`src/rtl/datapath_core_if.sv`:
```
`default_nettype none
// ============================================================================
//  Module      : datapath_core_if
//  Description : Bundles the counter, ALU and decoder signals of datapath_core.
//                The master drives the controls and operands; the slave is the
//                datapath itself.
//  Revision    : 1.0 - initial release
// ============================================================================
interface datapath_core_if #(
   parameter int CNT_WIDTH = 16
);
   logic                 cnt_ce;
   logic                 cnt_load;
   logic [CNT_WIDTH-1:0] cnt_preset;
   logic [CNT_WIDTH-1:0] cnt_out;

   logic                 alu_mode;
   logic [3:0]           alu_op;
   logic                 alu_c_in;
   logic [15:0]          alu_x;
   logic [15:0]          alu_y;
   logic [15:0]          alu_z;
   logic                 alu_c_out;

   logic [2:0]           dmx_sel;
   logic [7:0]           dmx_y;

   modport master (
      output cnt_ce, cnt_load, cnt_preset,
      output alu_mode, alu_op, alu_c_in, alu_x, alu_y,
      output dmx_sel,
      input  cnt_out, alu_z, alu_c_out, dmx_y
   );

   modport slave (
      input  cnt_ce, cnt_load, cnt_preset,
      input  alu_mode, alu_op, alu_c_in, alu_x, alu_y,
      input  dmx_sel,
      output cnt_out, alu_z, alu_c_out, dmx_y
   );
endinterface
`default_nettype wire

```
`src/rtl/datapath_core.sv`:
```
`default_nettype none
// ============================================================================
//  Module      : datapath_core
//  Description : Loadable up-counter, 16-bit 74181-style ALU (17-bit sum with
//                carry-out) and a 3-to-8 active-low decoder.  Only the counter
//                holds state; the ALU and decoder are purely combinational.
//  Revision    : 1.0 - initial release
// ============================================================================
module datapath_core #(
   parameter int CNT_WIDTH = 16
) (
   input  wire logic        clk,
   input  wire logic        reset,
   datapath_core_if.slave   bus
);

   localparam logic [CNT_WIDTH-1:0] C_CNT_ONE  = {{(CNT_WIDTH-1){1'b0}}, 1'b1};
   localparam logic [16:0]          C_MINUS_1  = 17'h0FFFF;

   logic [CNT_WIDTH-1:0] r_cnt;

   // Counter: reset beats load, load beats increment; increment wraps naturally.
   always_ff @(posedge clk) begin
      if (reset) begin
         r_cnt <= '0;
      end else if (bus.cnt_load) begin
         r_cnt <= bus.cnt_preset;
      end else if (bus.cnt_ce) begin
         r_cnt <= r_cnt + C_CNT_ONE;
      end
   end

   assign bus.cnt_out = r_cnt;

   // Operands zero-extended to 17 bits so bit 16 of the sum is the carry-out.
   logic [16:0] w_a;
   logic [16:0] w_b;
   logic [16:0] w_nb;
   logic [16:0] w_p;
   logic [16:0] w_q;
   logic [16:0] w_sum;
   logic [15:0] w_logic;

   assign w_a  = {1'b0, bus.alu_x};
   assign w_b  = {1'b0, bus.alu_y};
   assign w_nb = {1'b0, ~bus.alu_y};

   // Arithmetic mode: each function is the sum of two selected terms; a "-1"
   // term is FFFF so that A-B-1 becomes A + ~B with the 74181 carry behaviour.
   always_comb begin
      w_p = '0;
      w_q = '0;
      case (bus.alu_op)
         4'h0: begin w_p = w_a;          w_q = '0;          end
         4'h1: begin w_p = w_a | w_b;    w_q = '0;          end
         4'h2: begin w_p = w_a | w_nb;   w_q = '0;          end
         4'h3: begin w_p = C_MINUS_1;    w_q = '0;          end
         4'h4: begin w_p = w_a;          w_q = w_a & w_nb;  end
         4'h5: begin w_p = w_a | w_b;    w_q = w_a & w_nb;  end
         4'h6: begin w_p = w_a;          w_q = w_nb;        end
         4'h7: begin w_p = w_a & w_nb;   w_q = C_MINUS_1;   end
         4'h8: begin w_p = w_a;          w_q = w_a & w_b;   end
         4'h9: begin w_p = w_a;          w_q = w_b;         end
         4'hA: begin w_p = w_a | w_nb;   w_q = w_a & w_b;   end
         4'hB: begin w_p = w_a & w_b;    w_q = C_MINUS_1;   end
         4'hC: begin w_p = w_a;          w_q = w_a;         end
         4'hD: begin w_p = w_a | w_b;    w_q = w_a;         end
         4'hE: begin w_p = w_a | w_nb;   w_q = w_a;         end
         default: begin w_p = w_a;       w_q = C_MINUS_1;   end
      endcase
   end

   assign w_sum = w_p + w_q + {16'd0, bus.alu_c_in};

   // Logic mode: bitwise functions of A and B, no carry involvement.
   always_comb begin
      w_logic = '0;
      case (bus.alu_op)
         4'h0:    w_logic = ~bus.alu_x;
         4'h1:    w_logic = ~(bus.alu_x | bus.alu_y);
         4'h2:    w_logic = ~bus.alu_x & bus.alu_y;
         4'h3:    w_logic = 16'h0000;
         4'h4:    w_logic = ~(bus.alu_x & bus.alu_y);
         4'h5:    w_logic = ~bus.alu_y;
         4'h6:    w_logic = bus.alu_x ^ bus.alu_y;
         4'h7:    w_logic = bus.alu_x & ~bus.alu_y;
         4'h8:    w_logic = ~bus.alu_x | bus.alu_y;
         4'h9:    w_logic = ~(bus.alu_x ^ bus.alu_y);
         4'hA:    w_logic = bus.alu_y;
         4'hB:    w_logic = bus.alu_x & bus.alu_y;
         4'hC:    w_logic = 16'hFFFF;
         4'hD:    w_logic = bus.alu_x | ~bus.alu_y;
         4'hE:    w_logic = bus.alu_x | bus.alu_y;
         default: w_logic = bus.alu_x;
      endcase
   end

   assign bus.alu_z     = bus.alu_mode ? w_logic : w_sum[15:0];
   assign bus.alu_c_out = bus.alu_mode ? 1'b0    : w_sum[16];

   logic [7:0] w_dmx;

   // Decoder: exactly one active-low output, selected by dmx_sel.
   always_comb begin
      w_dmx              = 8'hFF;
      w_dmx[bus.dmx_sel] = 1'b0;
   end

   assign bus.dmx_y = w_dmx;

endmodule
`default_nettype wire

```
`src/flat_wrapper.sv`:
```
// flat-port wrapper written by rule: the top's interface ports become plain ports
module datapath_core_flat 
#(
   parameter int CNT_WIDTH = 16
)
  (clk, reset, bus_cnt_ce, bus_cnt_load, bus_cnt_preset, bus_alu_mode, bus_alu_op, bus_alu_c_in, bus_alu_x, bus_alu_y, bus_dmx_sel, bus_cnt_out, bus_alu_z, bus_alu_c_out, bus_dmx_y);
  datapath_core_if #(.CNT_WIDTH(CNT_WIDTH)) bus_i ();
  input  wire logic clk;
  input  wire logic reset;
  input wire logic [$bits(bus_i.cnt_ce)-1:0] bus_cnt_ce;
  input wire logic [$bits(bus_i.cnt_load)-1:0] bus_cnt_load;
  input wire logic [$bits(bus_i.cnt_preset)-1:0] bus_cnt_preset;
  input wire logic [$bits(bus_i.alu_mode)-1:0] bus_alu_mode;
  input wire logic [$bits(bus_i.alu_op)-1:0] bus_alu_op;
  input wire logic [$bits(bus_i.alu_c_in)-1:0] bus_alu_c_in;
  input wire logic [$bits(bus_i.alu_x)-1:0] bus_alu_x;
  input wire logic [$bits(bus_i.alu_y)-1:0] bus_alu_y;
  input wire logic [$bits(bus_i.dmx_sel)-1:0] bus_dmx_sel;
  output wire logic [$bits(bus_i.cnt_out)-1:0] bus_cnt_out;
  output wire logic [$bits(bus_i.alu_z)-1:0] bus_alu_z;
  output wire logic [$bits(bus_i.alu_c_out)-1:0] bus_alu_c_out;
  output wire logic [$bits(bus_i.dmx_y)-1:0] bus_dmx_y;
  assign bus_i.cnt_ce = bus_cnt_ce;
  assign bus_i.cnt_load = bus_cnt_load;
  assign bus_i.cnt_preset = bus_cnt_preset;
  assign bus_i.alu_mode = bus_alu_mode;
  assign bus_i.alu_op = bus_alu_op;
  assign bus_i.alu_c_in = bus_alu_c_in;
  assign bus_i.alu_x = bus_alu_x;
  assign bus_i.alu_y = bus_alu_y;
  assign bus_i.dmx_sel = bus_dmx_sel;
  assign bus_cnt_out = bus_i.cnt_out;
  assign bus_alu_z = bus_i.alu_z;
  assign bus_alu_c_out = bus_i.alu_c_out;
  assign bus_dmx_y = bus_i.dmx_y;
  datapath_core #(.CNT_WIDTH(CNT_WIDTH)) u_core (.clk(clk), .reset(reset), .bus(bus_i));
endmodule
```
`config.mk`:
```
export PLATFORM = sky130hd
export DESIGN_NAME = datapath_core_flat
export DESIGN_NICKNAME = d
export VERILOG_FILES = /design/src/rtl/datapath_core_if.sv /design/src/rtl/datapath_core.sv /design/src/flat_wrapper.sv
export SDC_FILE = /design/constraint.sdc
export NUM_CORES = 1
export LEC_CHECK = 0
export ABC_AREA = 1
export CAP_MARGIN = 20
export CORE_MARGIN = 8
export CORE_UTILIZATION = 47
export CTS_CLUSTER_DIAMETER = 80
export DETAILED_ROUTE_END_ITERATION = 8
export PLACE_DENSITY = 0.72
export SETUP_SLACK_MARGIN = 0.3
export SLEW_MARGIN = 15
export SYNTH_ARGS = -nofsm -noshare
export SYNTH_HDL_FRONTEND = slang
export SYNTH_SLANG_ARGS = --single-unit
```
`constraint.sdc`:
```
create_clock -name clk -period 11.56 [get_ports clk]
set_input_delay 2.312 -clock clk [delete_from_list [all_inputs] [get_ports clk]]
set_output_delay 2.312 -clock clk [all_outputs]
set_load 0.03 [all_outputs]
```
# After elaboration in Yosys (flattened, before gate mapping)
# Cells that the tools add are included.
# Widths: inputs -> output; s select.
# word_totals
rom_bits	0
out_inout_bits	41
ramBits	0
ff_bits	16
latchBits	0
memories	0
# classes
n_shift	0
n_addsub	3
reduce_logical	9
n_mul	0
bitwise	17
div	0
n_lt_le_gt_ge	2
n_mux	9
n_eq_ne	14
# ops
cell	n
$pmux 16 s15	1
$pmux 17 s6	1
$pmux 17 s5	1
$and 16x16->16	5
$not 16->16	5
$or 16x16->16	5
$mux 16	3
$eq 4x4->1 const B	7
$add 17x1->17	1
$add 17x17->17	1
$add 16x1->16 const B	1
$eq 4x3->1 const B	4
$xor 16x16->16	1
$reduce_or 3->1	3
$eq 4x2->1 const B	2
$not 8->8	1
$eq 4x1->1 const B	1
$logic_not 4->1	1
$lt 3x4->1 const B	1
$reduce_or 2->1	2
$reduce_or 4->1	1
$demux 1 s3	1
$ge 3x1->1 const B	1
$mux 1	2
2 further kinds	2

# Depth between registers and ports, before layout
# Gate-level depths: netlist of the first run.
# logic_depth
depth_word	6
depth_mapped	20
depth_no_buf	20

# Least setup slack after synthesis of the first run
# Ideal clock, no wire load.
# synth_path
kind	input-to-output
startpoint	input port bus_alu_op[3]
endpoint	output port bus_alu_c_out
setup_slack_ps	4408
path_stages	17
arrival_time_ps	4840
path_cell_list	inv_1 > nand2_1 > nand2_1 > o211ai_2 > buf_6 > buf_6 > nand3_1 > o22ai_1 > fa_1 > fa_1 > nor2_1 > nor2_1 > inv_1 > nand2_1 > nand3_1 > a21oi_1 > nor2_1
# synth_via
elab_chain_len	6
# synth_lines
item	line_no	rtl
start: declaration	flat_wrapper.sv:14	input wire logic [$bits(bus_i.alu_op)-1:0] bus_alu_op;
$eq 4x1->1, or another cell as far along	datapath_core.sv:53	case (bus.alu_op)
$reduce_or 4->1 (no source line), or another cell as far along	n/a	
$pmux 17 s6 / $pmux 17 s5 (equally long branches)	datapath_core.sv:53	
$add 17x17->17 (*)	datapath_core.sv:73	assign w_sum = w_p + w_q + {16'd0, bus.alu_c_in};
$add 17x1->17 (*)	datapath_core.sv:73	
$mux 1 (*)	datapath_core.sv:99	assign bus.alu_c_out = bus.alu_mode ? 1'b0 : w_sum[16];
end: declaration	flat_wrapper.sv:21	output wire logic [$bits(bus_i.alu_c_out)-1:0] bus_alu_c_out;
# Mark *: on every way between the ends. The rest lies on a longest branch, timed or not.

# Final worst setup path of the first run
# layout_path
startpoint	input port bus_alu_op[3]
endpoint	output port bus_alu_z[7]
# layout_via
elab_chain_len	6
# layout_lines
item	line_no	rtl
$eq 4x1->1, or another cell as far along	datapath_core.sv:53, datapath_core.sv:78	
$reduce_or 4->1 (no source line), or another cell as far along	n/a	
$pmux 17 s6 / $pmux 17 s5 (equally long branches)	datapath_core.sv:53	
$add 17x17->17	datapath_core.sv:73	
$add 17x1->17	datapath_core.sv:73	
$mux 16 (*)	datapath_core.sv:98	assign bus.alu_z = bus.alu_mode ? w_logic : w_sum[15:0];
end: declaration	flat_wrapper.sv:20	output wire logic [$bits(bus_i.alu_z)-1:0] bus_alu_z;
# Marked as above.

==> flow_summary_export.csv, run 1 <==
group,metric,value,unit
pwr,finalPower,0.000517,W
clocking,tritoncts,"built",
timing,finalSetupTns,0,ns
setup_path,reg2reg_setup_slack,9.83,ns
finish,areaGrowthSynthToFinish,19.0,%
yosys,synth.distinct_cells,35,
clocking,path_clk_slew,0.05,ns
setup_path,r2r-start,"u_core.bus.cnt_out[0]",
yosys,synth_cells,1205,
setup_path,r2r_end,"u_core.bus.cnt_out[12]",
setup_path,critical_path.top_delay_family,"buffers and inverters",
global_route,antenna_found_initial,0,
global_route,grt-ovfl-total,0,
floorplanning,die_w,131,um
setup_path,crit_fanout,20,
pwr,ir_worst_vdd,0.0000801,V
yosys,yosys.area.top_type_share,28.5,%
pwr,p_leak,3.91,nW
timing,skew,0.00220,ns
global_route,grt_pass1_wl,37.8,mm
pwr,seqPwrFrac,12.3,%
placement,gp_congestion,0.960,
setup_path,critPathRequiredTime,9.25,ns
clocking,htreeDepth,1,
finish,num_antenna_cells,0,
setup_path,arrival,7.03,ns
clocking,cts_made_buffers,3,
timing,fin_crit,9.34,ns
timing,slew_headroom,28.4,%
finish,nets,1428,
yosys,ys_seq_area_share,5.19,%
finish,final_layout_size_suffix_gt1_share,2.49,%
clocking,cts-root-buf,"clkbuf_16",
yosys,synth_nets,1348,
run,cap_violations,0,
placement,dp_hpwl,17.6,mm
yosys,synth_seq_cells,16,
global_route,first_global_vias,7382,
clocking,worstSkewPairLatency,0.25,ns
floorplanning,die_y,131,um
timing,fin_crit_sh,80.8,%
finish,layout_commonest_cell,"nand2_1",
timing,setup_viol,0,
floorplanning,ios,102,
setup_path,critPathCapture,"bus_alu_z[7]",
setup_path,path_cells,"clkdlybuf4s50_1 -> inv_1 -> nand2_1 -> nand2_1 -> o211ai_2 -> inv_1 -> a21oi_1 -> ha_1 -> nand2_1 -> nand2_1 -> inv_1 -> nand2_1 -> nand2_1 -> nand2_1 -> xor2_1 -> nand2_1 -> nand2_1 -> clkdlybuf4s50_1",
setup_path,start_kind,"input port",
pwr,clock_power_share,14.7,%
yosys,synth.cell_area,6180,sq um
clocking,post_cts_buffers,0,
yosys,yosysTopAreaCell,"nand2_1",
timing,final_max_slew_viol_count,0,
detailed_routing,vias_per_cell,5.49,
finish,largest_register_ffs,16,
timing,tightest_slew,1.07,ns
floorplanning,num_rows,42,
detailed_routing,ant_nets,0,
yosys,ys.warnings.count,0,
placement,io_buffers,101,
setup_path,worstRegToRegCells,8,
outcome,outcome,"completed",
setup_path,worst-path-stages,18,
pwr,p_int,0.000250,W
setup_path,crit_slowest_cell,"clkdlybuf4s50_1",
timing,hold_viol,0,
detailed_routing,drtIter0Drc,1015,
setup_path,cp.buffers_inverters,5,
clocking,cts_max_path_buffers,2,
detailed_routing,wl_per_cell,16.4,um
clocking,cts_sinks,16,
detailed_routing,routed_wl,24.0,mm
finish,final_cell_mix,"469 x nand2_1, 210 x inv_1, 101 x clkdlybuf4s50_1",
yosys,yosys-top-cells-area,"nand2_1 29%, ha_1 16%, inv_1 13%",
setup_path,startpoint,"bus_alu_op[3]",
detailed_routing,drc,0,
min_path,hold_start,"u_core.bus.cnt_out[3]",
yosys,avgSynthCellArea,5.13,sq um
setup_path,worst_path_largest_cell_delay,0.69,ns
detailed_routing,dr.pass1.iters,6,
pwr,p_comb_share,73.0,%
pwr,switchingPower,0.000267,W
global_route,grt.total_usage,28.0,%
global_route,grt_max_degree,29,
setup_path,path_class,"in -> out",
clocking,cts_resized,0,
timing,clock.fmax,107,MHz
timing,rsz0062_at_grt,"no",
setup_path,critPathMostFrequentCell,"nand2_1",
min_path,min_path_type,"reg -> reg",
floorplanning,coreArea,13000,sq um
floorplanning,die_area,17100,sq um
detailed_routing,dr_total_vias,8018,
pwr,sw_frac_of_total,51.7,%
setup_path,endpoint_kind,"output port",
clocking,ctsHoldBuffers,0,
floorplanning,initial_core_util,47.4,%
pwr,powerDensity,70.3,nW/um^2
kinds of logic (layout without fill, tap and decap cells):
kind of cell | after synthesis | in the layout | share of synthesized area [%]
compound gates | 140 | 140 | 13.1
simple gates | 716 | 716 | 48.0
xor+xnor | 6 | 6 | 0.851
buf+inv | 245 | 324 | 16.1
flops | 16 | 16 | 5.19
fa+ha+maj | 82 | 82 | 16.9
synth_stat cells:
library cell	n
xor2_1	5
o22ai_1	18
nand3b_1	3
a21oi_1	57
o2111ai_1	1
a21o_1	1
nand4_1	28
a22oi_1	7
nand3_1	89
clkbuf_1	8
o211ai_2	1
o21ai_0	34
a211oi_1	1
buf_1	1
buf_6	4
a31oi_1	6
fa_1	2
nor2_1	93
buf_2	11
nand2_1	469
o221ai_1	6
ha_1	80
xnor2_1	1
nor2_2	7
inv_2	2
nor2_4	3
inv_1	210
or2_2	8
o21bai_1	1
o211ai_1	7
nand2_2	1
buf_4	8
nor3_1	15
dfxtp_1	16
clkinv_1	1
layer usage:
metal	vias to the layer above	global-route usage [%]	wire length, um
met5	-	0	0
met4	0	12.3	1050
met2	471	44.7	10400
li1	3951	-	-
met3	93	4.50	2670
met1	3503	36.3	9880
through the flow:
stage	hold WS (ns)	setup WS [ns]	utilization (%)	instances	area, sq um
floorplan	0.656	4.41	-	1205	6180
global placement	0.555	2.51	55.7	1456	7260
detailed placement	0.562	2.39	55.7	1456	7260
CTS	0.575	2.38	56.4	1460	7350
global route	0.615	1.95	56.4	1460	7350
finish	0.577	2.22	56.4	1460	7350
final cells by class:
| class | instances | area, sq um |
|---|---|---|
| clock buffers | 4 | 88.8 |
| fillers | 1459 | 5690 |
| inverters | 213 | 800 |
| multi-input cells | 944 | 4860 |
| flip-flops and latches | 16 | 320 |
| well taps | 176 | 220 |
| repair buffers | 107 | 1060 |
worst register-to-register path, delay by kind of cell (launching register included):
family                     cells  cell delay (ns)
DFF                            1             0.41
adders and majority gates      1             0.20
buffers and inverters          1             0.05
AOI/OAI and AO/OA              1             0.16
and+or+nand+nor                5             0.79
power by group through the flow:
stage | sequential (W) | combinational [W] | clock (W)
2_1_floorplan | 0.0000704 | 0.000235 | 0
3_3_place_gp | 0.0000646 | 0.000370 | 0
3_5_place_dp | 0.0000646 | 0.000370 | 0
4_1_cts | 0.0000635 | 0.000372 | 0.0000764
5_1_grt | 0.0000642 | 0.000415 | 0.0000796
6_report | 0.0000635 | 0.000377 | 0.0000761
worst min-delay path by stage:
stage,end,slack [ns],depth (start not counted)
after global routing,u_core.bus.cnt_out[6],0.61,2
after detailed placement,u_core.bus.cnt_out[3],0.56,2
after CTS,u_core.bus.cnt_out[8],0.57,2
after floorplan,u_core.bus.cnt_out[8],0.66,2
final,u_core.bus.cnt_out[3],0.58,2
after global placement,u_core.bus.cnt_out[8],0.56,2
(Power assumes the default switching activity.)
==> inputs of run 2 (changes only) <==
--- a/config.mk
+++ b/config.mk
@@ -11,7 +11,7 @@
 export CORE_UTILIZATION = 47
 export CTS_CLUSTER_DIAMETER = 80
 export DETAILED_ROUTE_END_ITERATION = 8
-export PLACE_DENSITY = 0.72
+export PLACE_DENSITY = 0.75
 export SETUP_SLACK_MARGIN = 0.3
 export SLEW_MARGIN = 15
 export SYNTH_ARGS = -nofsm -noshare
==> constraint.sdc (replaced) <==
create_clock -name clk -period 8.05 [get_ports clk]
set_input_delay 1.61 -clock clk [delete_from_list [all_inputs] [get_ports clk]]
set_output_delay 1.61 -clock clk [all_outputs]
set_load 0.03 [all_outputs]
==> run 2 against run 1 <==
  * Clock-buffer cell count did not move
  * Hold slack got worse by 0.017 ns
  * Combinational power grew 45%
  * Flip-flop and latch count unchanged
  * Power rose by 45%
  * Core utilization is 0.74 points higher
  * Sequential share of layout area fell by 0.056 points
  * Die area is the same
  * Via count up 1.5%
  * Final area increased by 1.3%
  * Sequential power increased by 44%
  * Largest power group unchanged
  * Highest routed layer unchanged
==> flow_summary_export.csv, run 2 (synthesis gave the netlist of run 1 again) <==
group,metric,value,unit
detailed_routing,drtIter0Drc,901,
setup_path,worst_path_largest_cell_delay,0.66,ns
setup_path,cp.buffers_inverters,5,
floorplanning,initial_core_util,47.4,%
finish,final_area,7440,sq um
floorplanning,num_rows,42,
clocking,cts-root-buf,"clkbuf_16",
finish,final_cell_mix,"469 x nand2_1, 209 x inv_1, 101 x clkdlybuf4s50_1",
global_route,grt_max_degree,29,
finish,final_layout_size_suffix_gt1_share,3.55,%
global_route,first_global_vias,7577,
setup_path,crit_slowest_cell,"clkdlybuf4s50_1",
global_route,grt.total_usage,28.1,%
global_route,antenna_found_initial,0,
clocking,cts_made_buffers,3,
floorplanning,die_y,131,um
detailed_routing,ant_nets,0,
pwr,ir_worst_vdd,0.000125,V
floorplanning,ios,102,
timing,rsz0062_at_grt,"no",
timing,hold_viol,0,
timing,final_max_slew_viol_count,0,
finish,nets,1440,
clocking,worstSkewPairLatency,0.26,ns
detailed_routing,routed_wl,24.1,mm
setup_path,arrival,6.00,ns
placement,io_buffers,101,
detailed_routing,drc,0,
finish,fill_cells,1415,
setup_path,critPathMostFrequentCell,"nand2_1",
clocking,cts_max_path_buffers,2,
pwr,powerDensity,101,nW/um^2
timing,skew,0.00396,ns
global_route,grt_pass1_wl,37.9,mm
clocking,ctsHoldBuffers,0,
floorplanning,die_area,17100,sq um
global_route,grt-ovfl-total,0,
finish,layout_commonest_cell,"nand2_1",
floorplanning,coreArea,13000,sq um
clocking,tritoncts,"built",
setup_path,start_kind,"input port",
timing,fin_crit,7.61,ns
finish,multiInputGateArea,4860,sq um
finish,largest_register_ffs,16,
detailed_routing,wl_per_cell,16.4,um
timing,finalSetupTns,0,ns
finish,final-seq-area,320,sq um
setup_path,path_class,"in -> out",
timing,fin_crit_sh,94.5,%
setup_path,path_cells,"clkdlybuf4s50_1 -> inv_2 -> nor2_2 -> nand2_2 -> inv_1 -> nand2_1 -> o211ai_1 -> o22ai_1 -> fa_1 -> fa_1 -> inv_1 -> nand2_1 -> nand3_1 -> nand2_1 -> nand3b_1 -> nand3_1 -> nand2_1 -> clkdlybuf4s50_1",
setup_path,critPathRequiredTime,6.44,ns
setup_path,crit_fanout,13,
detailed_routing,dr_total_vias,8141,
floorplanning,die_w,131,um
timing,clock.fmax,131,MHz
pwr,p_leak,3.96,nW
clocking,cts_sinks,16,
detailed_routing,dr.pass1.iters,5,
placement,dp_hpwl,17.5,mm
timing,tightest_slew,1.11,ns
detailed_routing,vias_per_cell,5.53,
setup_path,endpoint_kind,"output port",
setup_path,critical_path.top_delay_family,"buffers and inverters",
min_path,min_path_type,"reg -> reg",
finish,num_antenna_cells,0,
timing,slew_headroom,25.8,%
finish,areaGrowthSynthToFinish,20.5,%
clocking,htreeDepth,1,
timing,setup_viol,0,
run,cap_violations,0,
outcome,outcome,"completed",
placement,placed_area,7330,sq um
placement,gp_congestion,1.00,
clocking,path_clk_slew,0.05,ns
setup_path,reg2reg_setup_slack,6.38,ns
==> run 2: layer usage <==
metal	global-route usage, %	routed length [um]	vias to the layer above
met4	15.9	1340	0
met5	0	0	-
met2	46.2	10900	457
met1	34.4	9660	3609
met3	4.38	2290	107
li1	-	-	3968
==> run 2: cell type report <==
type                       count  area share, %
inverter                     213           10.8
timing repair buffer         119           15.4
tap                          176           2.96
clock buffer                   4           1.19
sequential                    16           4.30
multi-input combinational    944           65.4
==> run 2: worst paths after layout <==
path                                             from                      to  cells after the start
worst min-delay path            u_core.bus.cnt_out[8]   u_core.bus.cnt_out[8]                      2
worst max-delay path                    bus_alu_op[0]           bus_alu_z[10]                     18
worst max register to register  u_core.bus.cnt_out[0]  u_core.bus.cnt_out[12]                      8
worst min register to register  u_core.bus.cnt_out[8]   u_core.bus.cnt_out[8]                      2
==> run 2: worst register-to-register path, cell delays in order (launching register included) <==
cell and delay [ns]:
dfxtp_1 0.40, ha_1 0.19, nand3_1 0.16, nor3_1 0.33, nand3_1 0.15, nand2_1 0.09, nand2_1 0.04, o21ai_0 0.14
inv_1 0.05
==> run 2: power breakdown <==
part	internal (W)	switching (W)
registers	0.0000844	0.00000686
clock network	0.0000758	0.0000365
logic	0.000203	0.000342
==> run 2: per-stage QoR <==
stage	hold WS [ns]	worst slack (ns)	std cells	total power, W	util, %
after CTS	0.563	0.597	1469	0.000737	56.9
after global placement	0.547	0.682	1465	0.000622	56.2
after floorplan	0.656	2.30	1205	0.000438	-
after global routing	0.596	0.308	1472	0.000809	57.1
final	0.560	0.444	1472	0.000748	57.1
after detailed placement	0.551	0.597	1465	0.000624	56.2
==> run 2: repair_timing <==
action | 4_1_cts | 5_1_grt
buffers inserted | 0 | 3
setup endpoints to repair | 0 | 3
gates resized for setup | 0 | 1
==> inputs of run 3 (changes only) <==
--- a/config.mk
+++ b/config.mk
@@ -6,7 +6,7 @@
 export NUM_CORES = 1
 export LEC_CHECK = 0
 export ABC_AREA = 1
-export CAP_MARGIN = 20
+export CAP_MARGIN = 5
 export CORE_MARGIN = 8
 export CORE_UTILIZATION = 47
 export CTS_CLUSTER_DIAMETER = 80
==> results of run 3 <==
No change in the layout: final DEF, timing and power equal those of run 2.
